[config.mk]
export PLATFORM = sky130hd
export DESIGN_NAME = s1_pontuacao_flat
export DESIGN_NICKNAME = d
export VERILOG_FILES = /design/src/rtl/s1_pontuacao_pkg.sv /design/src/rtl/s1_pontuacao_if.sv /design/src/rtl/s1_bin2bcd_seq.sv /design/src/rtl/s1_pontuacao.sv /design/src/flat_wrapper.sv
export SDC_FILE = /design/constraint.sdc
export NUM_CORES = 1
export LEC_CHECK = 0
export ABC_AREA = 1
export CORE_MARGIN = 3
export CORE_UTILIZATION = 58
export DETAILED_ROUTE_END_ITERATION = 8
export GPL_TIMING_DRIVEN = 0
export PLACE_DENSITY = 0.91
export SLEW_MARGIN = 5
export SYNTH_ARGS = -nofsm -noshare
export SYNTH_HDL_FRONTEND = slang
export SYNTH_SLANG_ARGS = --single-unit
[constraint.sdc]
create_clock -name clock -period 3.1 [get_ports clock]
set_clock_uncertainty 0.15 [all_clocks]
set_input_delay 0.31 -clock clock [delete_from_list [all_inputs] [get_ports clock]]
set_output_delay 0.31 -clock clock [all_outputs]
set_load 0.01 [all_outputs]
[src/rtl/s1_pontuacao_pkg.sv]
// ----------------------------------------------------------------------------
// s1_pontuacao_pkg
// Shared definitions for the scoring datapath:
//   - default widths and scoring constants (used as parameter defaults)
//   - converter state encoding
//   - ajusta_bcd: the "add 3 to any digit >= 5" step of shift-add-3
// ----------------------------------------------------------------------------
package s1_pontuacao_pkg;

    localparam int PONTOS_WIDTH_PADRAO    = 10;
    localparam int ERRO_WIDTH_PADRAO      = 4;
    localparam int PONTOS_INICIAIS_PADRAO = 100;
    localparam int PENALIDADE_PADRAO      = 10;
    localparam int BONUS_PADRAO           = 5;
    localparam int MAX_PONTOS_PADRAO      = 999;

    // Three BCD digits: centena, dezena, unidade.
    localparam int BCD_WIDTH = 12;

    typedef enum logic [1:0] {
        OCIOSO  = 2'd0,
        CARREGA = 2'd1,
        DESLOCA = 2'd2,
        FIM     = 2'd3
    } estado_t;

    function automatic logic [BCD_WIDTH-1:0] ajusta_bcd(input logic [BCD_WIDTH-1:0] bcd);
        logic [BCD_WIDTH-1:0] r;
        r = bcd;
        for (int i = 0; i < BCD_WIDTH / 4; i++) begin
            if (r[4*i +: 4] >= 4'd5) begin
                r[4*i +: 4] = r[4*i +: 4] + 4'd3;
            end
        end
        return r;
    endfunction

endpackage

[src/rtl/s1_pontuacao_if.sv]
// ----------------------------------------------------------------------------
// s1_pontuacao_if
// Strobes from the game control FSM into the scoring datapath, plus the
// datapath's status/display outputs.
//   master : control side (drives strobes, reads score/digits)
//   slave  : scoring datapath
// Signals:
//   zeraErro, contaErro, zeraPontos, regPontos, mostraPontos  (master -> slave)
//   db_erros, pontos, centena, dezena, unidade,
//   bcd_valido, exibe_pontos                                  (slave -> master)
// ----------------------------------------------------------------------------
interface s1_pontuacao_if
    import s1_pontuacao_pkg::*;
#(
    parameter int PONTOS_WIDTH = PONTOS_WIDTH_PADRAO,
    parameter int ERRO_WIDTH   = ERRO_WIDTH_PADRAO
);
    logic                    zeraErro;
    logic                    contaErro;
    logic                    zeraPontos;
    logic                    regPontos;
    logic                    mostraPontos;
    logic [ERRO_WIDTH-1:0]   db_erros;
    logic [PONTOS_WIDTH-1:0] pontos;
    logic [3:0]              centena;
    logic [3:0]              dezena;
    logic [3:0]              unidade;
    logic                    bcd_valido;
    logic                    exibe_pontos;

    modport master (
        output zeraErro, contaErro, zeraPontos, regPontos, mostraPontos,
        input  db_erros, pontos, centena, dezena, unidade, bcd_valido, exibe_pontos
    );

    modport slave (
        input  zeraErro, contaErro, zeraPontos, regPontos, mostraPontos,
        output db_erros, pontos, centena, dezena, unidade, bcd_valido, exibe_pontos
    );
endinterface

[src/rtl/s1_bin2bcd_seq.sv]
// ----------------------------------------------------------------------------
// s1_bin2bcd_seq
// Iterative binary -> 3-digit BCD converter (shift-add-3, one bit per cycle).
// Ports:
//   clock, reset      clock / asynchronous active-high reset
//   iniciar           request a conversion (sampled only in OCIOSO)
//   valor             binary value, snapshotted in CARREGA
//   ocupado           high from CARREGA through FIM
//   pronto            one-cycle pulse after the digits are written
//   centena/dezena/unidade  BCD digits; hold old value until FIM
// ----------------------------------------------------------------------------
module s1_bin2bcd_seq
    import s1_pontuacao_pkg::*;
#(
    parameter int LARGURA = PONTOS_WIDTH_PADRAO
) (
    input  logic               clock,
    input  logic               reset,
    input  logic               iniciar,
    input  logic [LARGURA-1:0] valor,
    output logic               ocupado,
    output logic               pronto,
    output logic [3:0]         centena,
    output logic [3:0]         dezena,
    output logic [3:0]         unidade
);
    localparam int PASSO_W = $clog2(LARGURA);

    estado_t              estado;
    logic [LARGURA-1:0]   desloc;
    logic [BCD_WIDTH-1:0] bcd;
    logic [PASSO_W-1:0]   passo;

    // NOTE: state is updated with non-blocking assignments so every register
    // in this block samples the values from before the edge.
    always_ff @(posedge clock or posedge reset) begin
        if (reset) begin
            estado  <= OCIOSO;
            desloc  <= '0;
            bcd     <= '0;
            passo   <= '0;
            ocupado <= 1'b0;
            pronto  <= 1'b0;
            centena <= '0;
            dezena  <= '0;
            unidade <= '0;
        end else begin
            pronto <= 1'b0;
            case (estado)
                OCIOSO: begin
                    if (iniciar) begin
                        estado  <= CARREGA;
                        ocupado <= 1'b1;
                    end
                end
                CARREGA: begin
                    desloc <= valor;
                    bcd    <= '0;
                    passo  <= '0;
                    estado <= DESLOCA;
                end
                DESLOCA: begin
                    // Adjust, then shift the next binary bit into the BCD units.
                    {bcd, desloc} <= {ajusta_bcd(bcd), desloc} << 1;
                    passo         <= passo + PASSO_W'(1);
                    if (passo == PASSO_W'(LARGURA - 1)) begin
                        estado <= FIM;
                    end
                end
                FIM: begin
                    centena <= bcd[11:8];
                    dezena  <= bcd[7:4];
                    unidade <= bcd[3:0];
                    ocupado <= 1'b0;
                    pronto  <= 1'b1;
                    estado  <= OCIOSO;
                end
                default: begin
                    estado  <= OCIOSO;
                    ocupado <= 1'b0;
                end
            endcase
        end
    end
endmodule

[src/rtl/s1_pontuacao.sv]
// ----------------------------------------------------------------------------
// s1_pontuacao
// Scoring datapath for the game: counts wrong plays per round, keeps the
// running score (one update per round) and drives a 3-digit BCD display
// through the iterative converter s1_bin2bcd_seq.
// Ports:
//   clock, reset   clock / asynchronous active-high reset
//   bus (slave)    control strobes in; error count, score, BCD digits,
//                  bcd_valido and exibe_pontos out
// ----------------------------------------------------------------------------
module s1_pontuacao
    import s1_pontuacao_pkg::*;
#(
    parameter int PONTOS_WIDTH    = PONTOS_WIDTH_PADRAO,
    parameter int ERRO_WIDTH      = ERRO_WIDTH_PADRAO,
    parameter int PONTOS_INICIAIS = PONTOS_INICIAIS_PADRAO,
    parameter int PENALIDADE      = PENALIDADE_PADRAO,
    parameter int BONUS           = BONUS_PADRAO,
    parameter int MAX_PONTOS      = MAX_PONTOS_PADRAO
) (
    input  logic         clock,
    input  logic         reset,
    s1_pontuacao_if.slave bus
);
    localparam int PEN_W  = ERRO_WIDTH + PONTOS_WIDTH;
    localparam int SOMA_W = PONTOS_WIDTH + 1;

    logic [ERRO_WIDTH-1:0]   erros;
    logic [PONTOS_WIDTH-1:0] pontos;
    logic [PONTOS_WIDTH-1:0] ultimo;
    logic [PONTOS_WIDTH-1:0] proximo;
    logic [PEN_W-1:0]        pen;
    logic [SOMA_W-1:0]       soma;
    logic                    ocupado;
    logic                    pronto;
    logic                    armado;
    logic                    carrega;

    // Round result. Penalty is formed wide enough that erros*PENALIDADE
    // cannot overflow before it is compared against the score.
    // NOTE: every always_comb output gets a default first so no path leaves
    // it unassigned, which would otherwise infer a latch.
    always_comb begin
        proximo = pontos;
        pen     = PEN_W'(erros) * PEN_W'(PENALIDADE);
        soma    = SOMA_W'(pontos) + SOMA_W'(BONUS);
        if (erros == '0) begin
            proximo = (soma > SOMA_W'(MAX_PONTOS)) ? PONTOS_WIDTH'(MAX_PONTOS)
                                                   : soma[PONTOS_WIDTH-1:0];
        end else begin
            proximo = (pen >= PEN_W'(pontos)) ? '0
                                              : pontos - pen[PONTOS_WIDTH-1:0];
        end
    end

    // The converter's first busy cycle is CARREGA; armado marks that the
    // next busy cycle is a fresh one, so ultimo is captured in the same
    // cycle the converter snapshots its input.
    assign carrega = ocupado & armado;

    always_ff @(posedge clock or posedge reset) begin
        if (reset) begin
            erros  <= '0;
            pontos <= PONTOS_WIDTH'(PONTOS_INICIAIS);
            ultimo <= '0;
            armado <= 1'b1;
        end else begin
            if (bus.zeraErro) begin
                erros <= '0;
            end else if (bus.contaErro && (erros != '1)) begin
                erros <= erros + ERRO_WIDTH'(1);
            end

            if (bus.zeraPontos) begin
                pontos <= PONTOS_WIDTH'(PONTOS_INICIAIS);
            end else if (bus.regPontos) begin
                pontos <= proximo;
            end

            if (carrega) begin
                ultimo <= pontos;
                armado <= 1'b0;
            end else if (pronto) begin
                armado <= 1'b1;
            end
        end
    end

    s1_bin2bcd_seq #(
        .LARGURA (PONTOS_WIDTH)
    ) u_bin2bcd (
        .clock   (clock),
        .reset   (reset),
        .iniciar (pontos != ultimo),
        .valor   (pontos),
        .ocupado (ocupado),
        .pronto  (pronto),
        .centena (bus.centena),
        .dezena  (bus.dezena),
        .unidade (bus.unidade)
    );

    assign bus.db_erros     = erros;
    assign bus.pontos       = pontos;
    assign bus.bcd_valido   = !ocupado && (pontos == ultimo);
    assign bus.exibe_pontos = bus.mostraPontos & bus.bcd_valido;
endmodule

[src/flat_wrapper.sv]
// flat-port wrapper written by rule: the top's interface ports become plain ports
module s1_pontuacao_flat import s1_pontuacao_pkg::*;
#(
    parameter int PONTOS_WIDTH    = PONTOS_WIDTH_PADRAO,
    parameter int ERRO_WIDTH      = ERRO_WIDTH_PADRAO,
    parameter int PONTOS_INICIAIS = PONTOS_INICIAIS_PADRAO,
    parameter int PENALIDADE      = PENALIDADE_PADRAO,
    parameter int BONUS           = BONUS_PADRAO,
    parameter int MAX_PONTOS      = MAX_PONTOS_PADRAO
)
  (clock, reset, bus_zeraErro, bus_contaErro, bus_zeraPontos, bus_regPontos, bus_mostraPontos, bus_db_erros, bus_pontos, bus_centena, bus_dezena, bus_unidade, bus_bcd_valido, bus_exibe_pontos);
  s1_pontuacao_if #(.PONTOS_WIDTH(PONTOS_WIDTH), .ERRO_WIDTH(ERRO_WIDTH)) bus_i ();
  input  logic clock;
  input  logic reset;
  input wire logic [$bits(bus_i.zeraErro)-1:0] bus_zeraErro;
  input wire logic [$bits(bus_i.contaErro)-1:0] bus_contaErro;
  input wire logic [$bits(bus_i.zeraPontos)-1:0] bus_zeraPontos;
  input wire logic [$bits(bus_i.regPontos)-1:0] bus_regPontos;
  input wire logic [$bits(bus_i.mostraPontos)-1:0] bus_mostraPontos;
  output wire logic [$bits(bus_i.db_erros)-1:0] bus_db_erros;
  output wire logic [$bits(bus_i.pontos)-1:0] bus_pontos;
  output wire logic [$bits(bus_i.centena)-1:0] bus_centena;
  output wire logic [$bits(bus_i.dezena)-1:0] bus_dezena;
  output wire logic [$bits(bus_i.unidade)-1:0] bus_unidade;
  output wire logic [$bits(bus_i.bcd_valido)-1:0] bus_bcd_valido;
  output wire logic [$bits(bus_i.exibe_pontos)-1:0] bus_exibe_pontos;
  assign bus_i.zeraErro = bus_zeraErro;
  assign bus_i.contaErro = bus_contaErro;
  assign bus_i.zeraPontos = bus_zeraPontos;
  assign bus_i.regPontos = bus_regPontos;
  assign bus_i.mostraPontos = bus_mostraPontos;
  assign bus_db_erros = bus_i.db_erros;
  assign bus_pontos = bus_i.pontos;
  assign bus_centena = bus_i.centena;
  assign bus_dezena = bus_i.dezena;
  assign bus_unidade = bus_i.unidade;
  assign bus_bcd_valido = bus_i.bcd_valido;
  assign bus_exibe_pontos = bus_i.exibe_pontos;
  s1_pontuacao #(.PONTOS_WIDTH(PONTOS_WIDTH), .ERRO_WIDTH(ERRO_WIDTH), .PONTOS_INICIAIS(PONTOS_INICIAIS), .PENALIDADE(PENALIDADE), .BONUS(BONUS), .MAX_PONTOS(MAX_PONTOS)) u_core (.clock(clock), .reset(reset), .bus(bus_i));
endmodule
# Word-level counts from Yosys, hierarchy flattened

Index checks and enable logic that the tools add are counted.

Bits of input ports: 7
Register bits: 67

Order comparisons: 5
Add/sub/neg operators: 7
Equal/unequal tests: 9
Bitwise gates (word level): 2
Reductions and logical operators: 12
Multipliers: 1
Mux-type cells: 21

Operator list:

| kind                    | number |
|---|---|
| $mux W10                | 5 |
| $pmux W12 S2            | 1 |
| $pmux W10 S2            | 1 |
| $mux W4                 | 4 |
| $ge A4 B3 Y1 const B    | 3 |
| $add A10 B3 Y11 const B | 1 |
| $gt A11 B10 Y1 const B  | 1 |
| $eq A10 B10 Y1          | 1 |
| $ge A8 B10 Y1           | 1 |
| $ne A10 B10 Y1          | 1 |
| $reduce_bool A2 Y1      | 5 |
| $sub A10 B8 Y10         | 1 |
| $add A4 B1 Y4 const B   | 2 |
| $add A4 B2 Y4 const B   | 2 |
| $pmux W2 S4             | 1 |
| $pmux W4 S2             | 1 |
| $mul A4 B3 Y7 const B   | 1 |
| $eq A2 B2 Y1 const B    | 2 |
| $eq A4 B4 Y1 const B    | 1 |
| $logic_not A4 Y1        | 1 |
| $mux W1                 | 4 |
| $mux W2                 | 2 |
| $ne A2 B2 Y1 const B    | 2 |
| $ne A4 B4 Y1 const B    | 1 |
| 9 further kinds         | 12 |

# Logic depth before layout (Yosys ltp)

Word-level depth: 6
Mapped depth: 16
Gate-level depth less buffers: 16

# By module

A second synthesis with hierarchy kept.

Cells, all modules: 521
Area, all modules: 4091.4 sq um

By module, submodules not included:

| module         | times used | seq. area each (sq um) | area each (sq um) | cells each |
|---|---|---|---|---|
| s1_pontuacao   | 1          | 630.6                  | 2054.5            | 290 |
| s1_bin2bcd_seq | 1          | 1051.0                 | 2037.0            | 231 |

# Least setup slack after synthesis

Ideal clock, no wire load.

Path kind: reg-to-reg
Start: register u_core.erros[3] (netlist: u_core.bus.db_erros[3])
End: register u_core.pontos[2] (netlist: u_core.bus.pontos[2])
Buffers on the path: 0
Cell stages (with the launch flop): 17
Path slack: 318 ps
Clock period less this slack: 2782 ps
Data required time: 2882 ps
Data arrival time: 2564 ps
Setup time: 68 ps
Path through: dfrtp_1 ha_1 ha_1 inv_1 fa_1 xor2_1 ha_1 nand2_1 nor2_1 nand2_1 nand2_1 nand2_1 nand3_2 nand2_1 nand2_1 inv_1 a21oi_2

Word-level cells in the longest chain between the ends: 6
Elaborated cells on any way between the ends: 7
Those cells by class: 1 x mul; 1 x order compare; 4 x mux; 1 x reduce/logical

Ends and longest elaborated chain:

| element                  | RTL line           | RTL |
|---|---|---|
| start: declaration       | s1_pontuacao.sv:28 | `logic [ERRO_WIDTH-1:0] erros;` |
| start signal: assignment | s1_pontuacao.sv:71 | `erros <= erros + ERRO_WIDTH'(1);` |
| $mul A4 B3 Y7            | s1_pontuacao.sv:45 | `pen = PEN_W'(erros) * PEN_W'(PENALIDADE);` |
| $ge A8 B10 Y1            | s1_pontuacao.sv:51 | `proximo = (pen >= PEN_W'(pontos)) ? '0` |
| $mux W10                 | s1_pontuacao.sv:51 |  |
| $mux W10 (*)             | s1_pontuacao.sv:47 | `if (erros == '0) begin` |
| $mux W10 (*)             | s1_pontuacao.sv:76 | `end else if (bus.regPontos) begin` |
| $mux W10 (*)             | s1_pontuacao.sv:74 | `if (bus.zeraPontos) begin` |
| end signal: assignment   | s1_pontuacao.sv:64 | `pontos <= PONTOS_WIDTH'(PONTOS_INICIAIS);` |
| end signal: assignment   | s1_pontuacao.sv:75 | `pontos <= PONTOS_WIDTH'(PONTOS_INICIAIS);` |
| end signal: assignment   | s1_pontuacao.sv:77 | `pontos <= proximo;` |
| end: declaration         | s1_pontuacao.sv:29 | `logic [PONTOS_WIDTH-1:0] pontos;` |

Every way passes the cells marked *; elsewhere a longest branch is shown, timed or not. The select of a mux whose other input is x is not followed.
A chain may end at the register's enable or synchronous reset.

# Worst setup path in the final report

Start: register u_core.erros[3] (netlist: u_core.bus.db_erros[3])
End: register u_core.pontos[7] (netlist: u_core.bus.pontos[7])

Word-level cells in the longest chain between the ends: 6
Elaborated cells on any way between the ends: 8
Those cells by class: 1 x add/sub; 1 x mul; 1 x order compare; 4 x mux; 1 x reduce/logical

Ends and longest elaborated chain:

| element                                                 | RTL line |
|---|---|
| $mul A4 B3 Y7                                           | s1_pontuacao.sv:45 |
| $sub A10 B8 Y10 / $ge A8 B10 Y1 (equally long branches) | s1_pontuacao.sv:52, s1_pontuacao.sv:51 |
| $mux W10                                                | s1_pontuacao.sv:51 |
| $mux W10 (*)                                            | s1_pontuacao.sv:47 |
| $mux W10 (*)                                            | s1_pontuacao.sv:76 |
| $mux W10 (*)                                            | s1_pontuacao.sv:74 |

Marked as above.

==> flow_summary.ini <==
[logic_synthesis]
synth_edf_count = 0
yosys_warnings = 0
synthArstFlopShare = 1.000
post_synth_inst_count = 509
syn_area_per_cell_um2 = 8.004
ys_seq_elements = 67
post_synth_num_cell_types = 42
synth_seq_area_share = 0.4128
syn-num-nets = 545
mappedNetlistArea_um2 = 4074
synth_ff_type = sky130_fd_sc_hd__dfrtp_1

[floorplanning]
die-width_um = 89.81
chipHeight_um = 89.81
design.core.area_um2 = 6568
pin_count = 35
area_enclosed_by_the_die_boundary_um2 = 8066
initial_util = 0.6203
fp-row-count = 29

[sta]
max_freq_mhz = 338.6
hold_viol_final = 0
finalSetupViolCount = 0
post-route-min-period_ns = 2.953
rsz_0062_raised_after_global_routing = false
setup_ws_ns = 0.1465
final.period_utilization = 0.9527
final-max-slew-violation-count = 0
maxSlewHeadroom = 0.4523
timing_worst_slew_pin_value_ns = 0.8216
fin_setup_tns_ns = 0

[pwr]
p_per_area_nw_per_um2 = 709.1
netSwitchingFraction = 0.4186
intPower_w = 0.001985
pwr-share-comb = 0.415
sequentialPowerShare = 0.370
power.ir.vdd_worst_mv = 0.4236
netSwitchingPower_w = 0.001430
clock_network_fraction_of_total_power = 0.215
cellLeakagePower_nw = 2.231

[outcome]
outcome = completed

[critical_path]
r2r-end = u_core.bus.pontos[7]$_DFFE_PP0P_
setup.worst_path.class = reg -> reg
crit_path_end_kind = flip-flop
timing.critical_path.from_type = flip-flop
cp_data_required_time_ns = 3.17
setup.reg_to_reg.worst_slack_ns = 0.15
crit_path_max_fanout = 4
arrival_ns = 3.02
crit-reg2reg-launch = u_core.bus.db_erros[3]$_DFFE_PP0P_
ff2ff_path_depth = 12

[clock_tree]
cts_root_buf = sky130_fd_sc_hd__clkbuf_8
cts_buffer_depth = 2
cts_inserted_buffers = 9
h-tree-depth = 3
holdBufCountCts = 0
cts.clk_slew.worst_paths_ns = 0.08
clock_latency_ns = 0.34
cts_tree = done
clock_sink_count = 67

[route]
count_of_vias_placed_by_the_detailed_router = 3657
vias_per_cell = 5.558
remaining_drcs = 0
met3_wirelength_um = 512
route.antenna.remaining_nets = 0
detail_route.wirelength.met1_um = 4110
top_layer_used = met4
detailroute.wirelength.met2_um = 4592
drt_pass1_iterations = 5
drt_iter0_drc = 309
wl_um = 9372
wl_per_cell_um = 14.24

[grt]
globalRouteTotalUtil = 0.2338
grt_pass1_wl_um = 15600
antenna_found_initial = 0
grt_pass1_vias = 3471
grt_overflow_total = 0
grt_start_max_net_pins = 68

[worst_hold_path]
hold_path.class = in -> async

[placed_design]
detailed_place.area_um2 = 4533
io_buffer_count = 34
pre_cts_slack_ns = 0.05764
hpwl_detailed_um = 6742
place.gp.congestion = 0.9453

[finish]
post_route_cells_drive_above_1_share = 0.1310
final.fill_count = 480
multi_input_area_um2 = 2113
n_antenna_cell = 0
layout.nets = 596
register_area_um2 = 1685
final_area_um2 = 4816
syn2layout_area_growth_pct = 18.21

[flow_run]
cap_viol_max_count = 0
## worst max-delay path by stage
stage	startpoint	end	slack [ns]	cells after the start
3_3_place_gp	reset	u_core.bus.db_erros[0]$_DFFE_PP0P_	-0.12	2
4_1_cts	u_core.bus.db_erros[3]$_DFFE_PP0P_	u_core.bus.pontos[2]$_DFFE_PP1P_	0.02	16
2_1_floorplan	u_core.bus.db_erros[3]$_DFFE_PP0P_	u_core.bus.pontos[2]$_DFFE_PP1P_	0.32	16
3_5_place_dp	u_core.bus.db_erros[3]$_DFFE_PP0P_	u_core.bus.pontos[2]$_DFFE_PP1P_	0.06	16
5_1_grt	u_core.bus.db_erros[3]$_DFFE_PP0P_	u_core.bus.pontos[2]$_DFFE_PP1P_	0.003	16
6_report	u_core.bus.db_erros[3]$_DFFE_PP0P_	u_core.bus.pontos[7]$_DFFE_PP0P_	0.15	12
## synthesized netlist by cell type (all sizes together), types with 2 or more instances
master / count / area [µm²]
a211oi: 2 / 20.02
a21o: 2 / 15.01
a21oi: 16 / 83.83
buf: 2 / 12.51
clkbuf: 8 / 30.03
clkinv: 3 / 13.76
dfrtp: 63 / 1577
dfstp: 4 / 105.1
fa: 2 / 40.04
ha: 27 / 337.8
inv: 67 / 251.5
nand2: 133 / 534.3
nand3: 30 / 165.2
nand3b: 4 / 42.54
nand4: 10 / 77.57
nor2: 34 / 145.1
nor3: 6 / 30.03
nor3b: 2 / 15.01
o21a: 3 / 22.52
o21ai: 53 / 265.3
o221ai: 9 / 78.83
o22ai: 6 / 37.54
or2: 10 / 62.56
xnor2: 5 / 43.79
xor2: 5 / 43.79
## what timing repair did
| action | in CTS | in global routing |
|---|---|---|
| setup endpoints to repair | 0 | 10 |
| endpoints found under the hold margin | 0 | 0 |
| gates resized for setup | 0 | 11 |
| setup buffers | 0 | 6 |
## state kept, by name (all words and copies together) (netlist names), 10 cells and up
signal and flops:
u_core.ultimo 10, u_core.bus.pontos 10, u_core.u_bin2bcd.desloc 10, u_core.u_bin2bcd.bcd 12
## kinds of logic (layout without fill, tap and decap cells)
group / after synthesis / in the layout / synth area share
compound gates: 94 / 94 / 0.1342
buf+inv: 80 / 136 / 0.07555
simple gates: 229 / 229 / 0.2632
fa+ha+maj: 29 / 29 / 0.09275
xor+xnor: 10 / 10 / 0.02150
flops: 67 / 67 / 0.4128
## routing by layer
layer  up-vias  global-route usage
met3        14             0.03005
met4         0             0.09579
met1      1739              0.3066
met5         -                   0
li1       1770                   -
met2       134              0.3935
## per-stage QoR
stage | hold slack (ns) | cells | utilization | total power [W]
finish | 0.3262 | 658 | 0.7333 | 0.003415
detailed placement | 0.3083 | 636 | 0.6902 | 0.002641
floorplan | 0.2264 | 509 | - | 0.002238
CTS | 0.3292 | 652 | 0.7209 | 0.003379
global route | 0.3562 | 658 | 0.7333 | 0.003662
global placement | 0.2905 | 636 | 0.6898 | 0.002572
## cell type report
type                            count  share of cell area
Tap cell                           93             0.02416
Multi-Input combinational cell    362              0.4388
Inverter                           70             0.05560
Buffer                             10            0.008833
Clock buffer                        9             0.02572
Timing Repair Buffer               40             0.08080
Clock inverter                      7             0.01611
Sequential cell                    67              0.3500
## cell usage in the layout, fill, tap and decap left out, types with 4 or more instances in the layout
cell type                         count
sky130_fd_sc_hd__a21oi_1             14
sky130_fd_sc_hd__nor3_1               6
sky130_fd_sc_hd__clkdlybuf4s50_1     34
sky130_fd_sc_hd__nand2_1            121
sky130_fd_sc_hd__o22ai_1              6
sky130_fd_sc_hd__nand2_2             10
sky130_fd_sc_hd__dfrtp_1             60
sky130_fd_sc_hd__xor2_1               5
sky130_fd_sc_hd__o21ai_0             46
sky130_fd_sc_hd__nand4_1              9
sky130_fd_sc_hd__xnor2_1              5
sky130_fd_sc_hd__ha_1                25
sky130_fd_sc_hd__o221ai_1             9
sky130_fd_sc_hd__clkbuf_1             8
sky130_fd_sc_hd__nor2_2               5
sky130_fd_sc_hd__o21ai_1              7
sky130_fd_sc_hd__dfstp_2              4
sky130_fd_sc_hd__inv_1               63
sky130_fd_sc_hd__nand3_1             27
sky130_fd_sc_hd__nor2_1              28
sky130_fd_sc_hd__clkbuf_8             9
sky130_fd_sc_hd__or2_2                8
sky130_fd_sc_hd__buf_4                6
## power by group through the flow
stage / logic [W] / registers (W) / clock network, W
2_1_floorplan: 0.00100 / 0.00124 / 0
3_3_place_gp: 0.00131 / 0.00126 / 0
3_5_place_dp: 0.00137 / 0.00127 / 0
4_1_cts: 0.00138 / 0.00126 / 0.000740
5_1_grt: 0.00160 / 0.00129 / 0.000778
6_report: 0.00142 / 0.00126 / 0.000734
## worst max-delay path, stage by stage, from the launching register on
cell                       delay (ns)
sky130_fd_sc_hd__dfrtp_2         0.44
sky130_fd_sc_hd__ha_4            0.27
sky130_fd_sc_hd__ha_2            0.17
sky130_fd_sc_hd__inv_1           0.05
sky130_fd_sc_hd__fa_2            0.33
sky130_fd_sc_hd__xor2_1          0.16
sky130_fd_sc_hd__ha_1            0.36
sky130_fd_sc_hd__buf_6           0.14
sky130_fd_sc_hd__a21oi_1         0.11
sky130_fd_sc_hd__o211ai_1        0.12
sky130_fd_sc_hd__or2_2           0.29
sky130_fd_sc_hd__nand4_1         0.13
sky130_fd_sc_hd__nand3_1         0.10
Note: power is estimated with default switching activity, not from simulation.
